$ cat config.mk
export PLATFORM = sky130hd
export DESIGN_NAME = dkong_wav_fetch
export DESIGN_NICKNAME = d
export VERILOG_FILES = /design/src/rtl/dkong_wav_pkg.sv /design/src/rtl/dkong_wav_tick.sv /design/src/rtl/dkong_wav_fetch.sv
export SDC_FILE = /design/constraint.sdc
export NUM_CORES = 1
export LEC_CHECK = 0
export CAP_MARGIN = 20
export CORE_AREA = 2 2 84 86
export DETAILED_ROUTE_END_ITERATION = 6
export DIE_AREA = 0 0 86 88
export PLACE_DENSITY = 0.73
export SYNTH_ARGS = -nofsm -noshare
export SYNTH_HDL_FRONTEND = slang
export SYNTH_SLANG_ARGS = --single-unit
$ cat constraint.sdc
create_clock -name I_CLK -period 2.3 [get_ports I_CLK]
set_input_delay 0.345 -clock I_CLK [delete_from_list [all_inputs] [get_ports I_CLK]]
set_output_delay 0.345 -clock I_CLK [all_outputs]
set_load 0.05 [all_outputs]
$ cat src/rtl/dkong_wav_pkg.sv
// Shared types and constants for the Donkey Kong walk/jump/foot sample fetch path.
// Used by the wave fetch block and its sample-rate tick generator.
package dkong_wav_pkg;
  typedef enum logic [1:0] {IDLE, REQ, WAIT} fetch_state_t;

  localparam int         WAV_SAMPLE_RATE = 11025;
  localparam logic [7:0] PCM_ZERO        = 8'h80;
  localparam int         ROM_AW          = 19;
endpackage

$ cat src/rtl/dkong_wav_tick.sv
// Sample-rate strobe: one-cycle O_TICK every CLOCK_RATE/WAV_SAMPLE_RATE clocks (12-bit divider).
// Phase starts at 0 on reset so it lines up with the wave sequencer's own divider.
module dkong_wav_tick
  import dkong_wav_pkg::*;
#(
  parameter int CLOCK_RATE = 24000000
) (
  input  logic I_CLK,
  input  logic I_RSTn,
  output logic O_TICK
);
  localparam int SAMPLE_CNT = CLOCK_RATE / WAV_SAMPLE_RATE;

  logic [11:0] div;

  assign O_TICK = (div == 12'(SAMPLE_CNT - 1));

  always_ff @(posedge I_CLK or negedge I_RSTn) begin
    if (!I_RSTn)     div <= '0;
    else if (O_TICK) div <= '0;
    else             div <= div + 12'd1;
  end
endmodule

$ cat src/rtl/dkong_wav_fetch.sv
// Fetches sequencer-addressed PCM bytes over req/ack, converts to signed 16-bit, mutes on stall/timeout.
// Define DKWAV_LPF_EN to add a one-pole low-pass (updated on sample ticks) on the output.
module dkong_wav_fetch
  import dkong_wav_pkg::*;
#(
  parameter int CLOCK_RATE = 24000000,
  parameter int GAIN_SHIFT = 7,
  parameter int TIMEOUT    = 255,
  parameter int IDLE_TICKS = 4,
  parameter int LPF_SHIFT  = 2
) (
  input  logic              I_CLK,
  input  logic              I_RSTn,
  input  logic [ROM_AW-1:0] I_ROM_AB,
  output logic              O_ROM_RD,
  output logic [ROM_AW-1:0] O_ROM_A,
  input  logic              I_ROM_ACK,
  input  logic [7:0]        I_ROM_DO,
  output logic [15:0]       O_SOUND,
  output logic              O_ERR
);
  localparam int IDLE_CW = $clog2(IDLE_TICKS + 1);

  fetch_state_t        state;
  logic [ROM_AW-1:0]   last_addr;
  logic [7:0]          pcm, pcm_nxt;
  logic [7:0]          tmo_cnt;
  logic [IDLE_CW-1:0]  idle_cnt, idle_nxt;
  logic                tick, start, timeout_hit;
  logic signed [15:0]  pcm_ext, x_nxt;

  dkong_wav_tick #(.CLOCK_RATE(CLOCK_RATE)) u_tick (
    .I_CLK  (I_CLK),
    .I_RSTn (I_RSTn),
    .O_TICK (tick)
  );

  assign start       = (state == IDLE) && (I_ROM_AB != last_addr);
  assign timeout_hit = (state == WAIT) && !I_ROM_ACK && (tmo_cnt == 8'(TIMEOUT));

  // Next pcm/mute are used so O_SOUND moves on the same edge that captures the ack.
  always_comb begin
    pcm_nxt  = pcm;
    idle_nxt = idle_cnt;
    if (state == WAIT && I_ROM_ACK) pcm_nxt = I_ROM_DO ^ PCM_ZERO;
    else if (timeout_hit)           pcm_nxt = '0;
    if (start)
      idle_nxt = '0;
    else if (tick && (I_ROM_AB == last_addr) && (idle_cnt < IDLE_CW'(IDLE_TICKS)))
      idle_nxt = idle_cnt + 1'b1;
  end

  assign pcm_ext = {{8{pcm_nxt[7]}}, pcm_nxt};
  assign x_nxt   = (idle_nxt >= IDLE_CW'(IDLE_TICKS)) ? 16'sd0 : (pcm_ext <<< GAIN_SHIFT);

  always_ff @(posedge I_CLK or negedge I_RSTn) begin
    if (!I_RSTn) begin
      state     <= IDLE;
      O_ROM_RD  <= 1'b0;
      O_ROM_A   <= '0;
      last_addr <= '0;
      pcm       <= '0;
      O_ERR     <= 1'b0;
      tmo_cnt   <= '0;
      idle_cnt  <= IDLE_CW'(IDLE_TICKS);
    end else begin
      pcm      <= pcm_nxt;
      idle_cnt <= idle_nxt;
      case (state)
        IDLE: if (start) begin
          O_ROM_A   <= I_ROM_AB;
          last_addr <= I_ROM_AB;
          O_ROM_RD  <= 1'b1;
          state     <= REQ;
        end
        REQ: begin
          tmo_cnt <= '0;
          state   <= WAIT;
        end
        WAIT: begin
          // Ack takes priority over a timeout landing in the same cycle.
          if (I_ROM_ACK) begin
            O_ROM_RD <= 1'b0;
            state    <= IDLE;
          end else if (timeout_hit) begin
            O_ROM_RD <= 1'b0;
            O_ERR    <= 1'b1;
            state    <= IDLE;
          end else begin
            tmo_cnt <= tmo_cnt + 8'd1;
          end
        end
        default: state <= IDLE;
      endcase
    end
  end

`ifdef DKWAV_LPF_EN
  logic signed [15:0] lpf_y;
  logic signed [16:0] lpf_diff;

  assign lpf_diff = $signed({x_nxt[15], x_nxt}) - $signed({lpf_y[15], lpf_y});

  always_ff @(posedge I_CLK or negedge I_RSTn) begin
    if (!I_RSTn)   lpf_y <= '0;
    else if (tick) lpf_y <= lpf_y + 16'(lpf_diff >>> LPF_SHIFT);
  end

  assign O_SOUND = lpf_y;
`else
  localparam int unused_lpf_shift = LPF_SHIFT;

  always_ff @(posedge I_CLK or negedge I_RSTn) begin
    if (!I_RSTn) O_SOUND <= '0;
    else         O_SOUND <= x_nxt;
  end
`endif
endmodule
==> metrics.md <==
| Metric | Value |
|---|---|
| Run status | complete, but fails checks |
| Failing checks | negative setup slack |
| Layout cells sized above 1 | 23.1% |
| Sw Ratio | 43.5% |
| Input/output buffers | 59 |
| Worst setup EP type | flop |
| Startpoint types | flop |
| Core area | 6640 um^2 |
| HPWL after detailed placement | 4210 um |
| Dpl cell area | 3670 um^2 |
| Syn. warnings | 0 |
| Post-DR vias/cell | 5.18 |
| DIE HEIGHT | 88 um |
| Grt total ovfl | 0 |
| Flop-to-flop setup slack | -0.09 ns |
| Largest net degree at the start of global routing | 63 |
| NetSw | 2.39 mW |
| Remaining antenna violation count | 0 |
| Cell Area, Synth | 2930 um^2 |
| Clk slew on worst S/H paths | 0.07 ns |
| Initial Util | 44.1% |
| RSZ-0062 raised after global routing | yes |
| Setup ws final | -0.0894 ns |
| Power density over the cells | 1390 nW/um^2 |
| Post-synth EDFFs | 0 |
| Mapped Cells | 247 |
| 1st-iter DRT viols | 75 |
| Leading post-synthesis cells by cell area | dfrtp_1 (52%), xor2_1 (6.0%), mux2_4 (4.6%), mux2_2 (3.8%), xnor2_1 (3.3%) |
| P_leak | 1.72 nW |
| WL/cell | 15.0 um |
| Tightest Pin Transition | 0.525 ns |
| Seq pwr share | 31.2% |
| Clk sinks | 62 |
| Top Ports | 67 |
| Setup-failing EPs final | 25 |
| Peak Freq | 0.419 GHz |
| Global-route wire length before repair | 10300 um |
| Period minus WS final | 2.39 ns |
| Post-synthesis sequential area ratio | 53.0% |
| Share of the synthesized area in the top cell type | 52.1% |
| Full die area | 7570 um^2 |
| Total number of vias | 2141 |
| Synth area leader | dfrtp_1 |
| Final Hold Viols | 0 |
| Total Routing Usage GR | 17.9% |
| Arr. time, crit path | 2.63 ns |
| CTS tree | done |
| Num CTS Buffers | 9 |
| DRT Pass-1 Iters | 4 |
| Die Span X | 86 um |
| Synth async-reset ratio | 100% |
| Netlist cell types | 46 |
| Peak VDD IR | 874 uV |
| Clock share of power | 18.1% |
| Drt total wl | 6180 um |
| Root Driver | clkbuf_8 |
| Antenna Cells | 0 |
| Combinational power share | 50.7% |
| H-tree Lvls | 3 |
| Dominant synthesized flop cell | dfrtp_1 |
| Period utilization | 104% |
| Nets | 361 |
| Pint | 3.11 mW |
| Critical path required time | 2.54 ns |
| HP Class | in -> reg |
| Cell Rows | 30 |
| Vias in the first global route | 2210 |
| # Max-Cap Violations | 0 |
| Clock tree buffer depth | 2 |
| Max_slew headroom | 64.9% |
| Max Slew Vio Count | 0 |
| Fillers | 557 |
| Tot Pwr | 5.50 mW |
| Final Wtd Congestion | 0.826 |
| Max Fanout on Critical Path | 8 |
| Clock latency on the worst-skew pair | 0.36 ns |
| Area grow syn2layout | 35.0% |
| Yosys reg bits | 62 |
| Syn_area_per_cell | 11.9 um^2 |
| Post-route DRC | 0 |
| Initial antenna violation count | 0 |
| Kind of critical path | reg -> reg |
| Final standard cell area without fillers | 3960 um^2 |
| Setup Skew | 0.0117 ns |
==> cell families after synthesis <==
group | share of synthesized area (%)
AOI/OAI and AO/OA | 8.97
xor gates and xnor gates | 9.27
adders and majority gates | 1.28
buffers and inverters | 4.02
DFF | 53.0
muxes | 8.80
other | 0.128
and+or+nand+nor | 14.5
==> per-layer routing <==
metal	track usage, %	vias up	part of all wire (%)
met5	0	-	0
met4	8.37	0	2.1
met3	4.90	11	3.8
met2	28.5	50	49
met1	22.9	1046	45
li1	-	1034	-
==> layout by cell type (no fill, tap or decap), types with 9 or more instances in the layout <==
master,synthesis,routed
buf_4,8,16
clkbuf_8,0,9
clkdlybuf4s50_1,0,53
dfrtp_1,61,53
mux2_2,10,10
mux2_4,9,9
nand2_1,15,15
nor2_1,12,12
nor4_1,9,9
xnor2_1,11,11
xor2_1,20,17
==> metrics by stage <==
stage | hold WS, ns | util (%) | TNS [ns] | setup slack (ns) | std cells
after global placement | 0.383 | 55.3 | -10.34 | -0.455 | 393
after global routing | 0.361 | 59.5 | -3.55 | -0.175 | 413
final | 0.336 | 59.5 | -1.30 | -0.0894 | 413
after detailed placement | 0.382 | 55.3 | -11.65 | -0.506 | 393
after floorplan | 0.0494 | - | -2.42 | -0.229 | 253
after CTS | 0.413 | 59.2 | -2.21 | -0.123 | 413
==> synthesized netlist by cell type, types with 2 or more instances <==
cell type,n
a21boi_0,8
a21oi_1,4
a22o_1,8
a31o_2,3
a31oi_1,2
and2_1,4
and3_1,7
and4_1,2
buf_4,8
clkbuf_1,3
dfrtp_1,61
ha_1,3
inv_1,3
mux2_2,10
mux2_4,9
nand2_1,15
nand3_1,6
nand4b_1,2
nor2_1,12
nor2b_1,3
nor3_1,8
nor4_1,9
o21ai_0,4
or4_1,2
xnor2_1,11
xor2_1,20
==> state kept, by name, indices dropped and copies added (netlist names) <==
name / count
state: 2
O_ERR: 1
O_SOUND: 8
O_ROM_RD: 1
tmo_cnt: 8
pcm: 8
u_tick.div: 12
idle_cnt: 3
last_addr: 19
==> critical path: stages, from the launching register on <==
cell and delay, ns:
dfrtp_2 0.42, xor2_1 0.17, or4_4 0.52, or4_4 0.51
o21ai_4 0.25, inv_6 0.10, mux2_4 0.30
==> path summary, 6_finish.rpt <==
| check | from | end | depth (start not counted) |
|---|---|---|---|
| worst max-delay path | last_addr[0]$_DFFE_PN0P_ | last_addr[0]$_DFFE_PN0P_ | 6 |
| worst min register to register | O_ERR$_DFFE_PN0P_ | O_ERR$_DFFE_PN0P_ | 1 |
| worst max register to register | last_addr[0]$_DFFE_PN0P_ | last_addr[0]$_DFFE_PN0P_ | 6 |
| worst min-delay path | I_ROM_AB[6] | last_addr[6]$_DFFE_PN0P_ | 2 |
| min in group asynchronous | I_RSTn | last_addr[10]$_DFFE_PN0P_ | 3 |
| max in group asynchronous | I_RSTn | idle_cnt[2]$_DFF_PN1_ | 3 |
==> power groups by stage <==
| stage | clock network (mW) | logic, mW | registers, mW |
|---|---|---|---|
| finish | 0.995 | 2.79 | 1.72 |
| global route | 1.08 | 2.94 | 1.76 |
| CTS | 1.02 | 2.79 | 1.71 |
| detailed placement | 0 | 2.71 | 1.73 |
| global placement | 0 | 2.67 | 1.72 |
| floorplan | 0 | 0.993 | 2.54 |
==> what timing repair did <==
item                                    4_1_cts  5_1_grt
endpoints found under the hold margin         1        0
hold buffers                                  1        0
cloned                                        1        0
buffers inserted                              2        0
pin swaps                                     4        1
endpoints found under the setup margin       18       27
resized for setup                            11        4
==> layout make-up <==
class                           count  area [um^2]  area share [%]
Sequential cell                    62         1560            39.5
Multi-Input combinational cell    173         1330            33.6
Timing Repair Buffer               77          733            18.5
Clock buffer                        9          124            3.13
Tap cell                           80          100            2.53
Clock inverter                      7         80.1            2.02
Inverter                            4         20.0           0.506
Timing Repair inverter              1         6.26           0.158
Note: power is estimated with default switching activity, not from simulation.
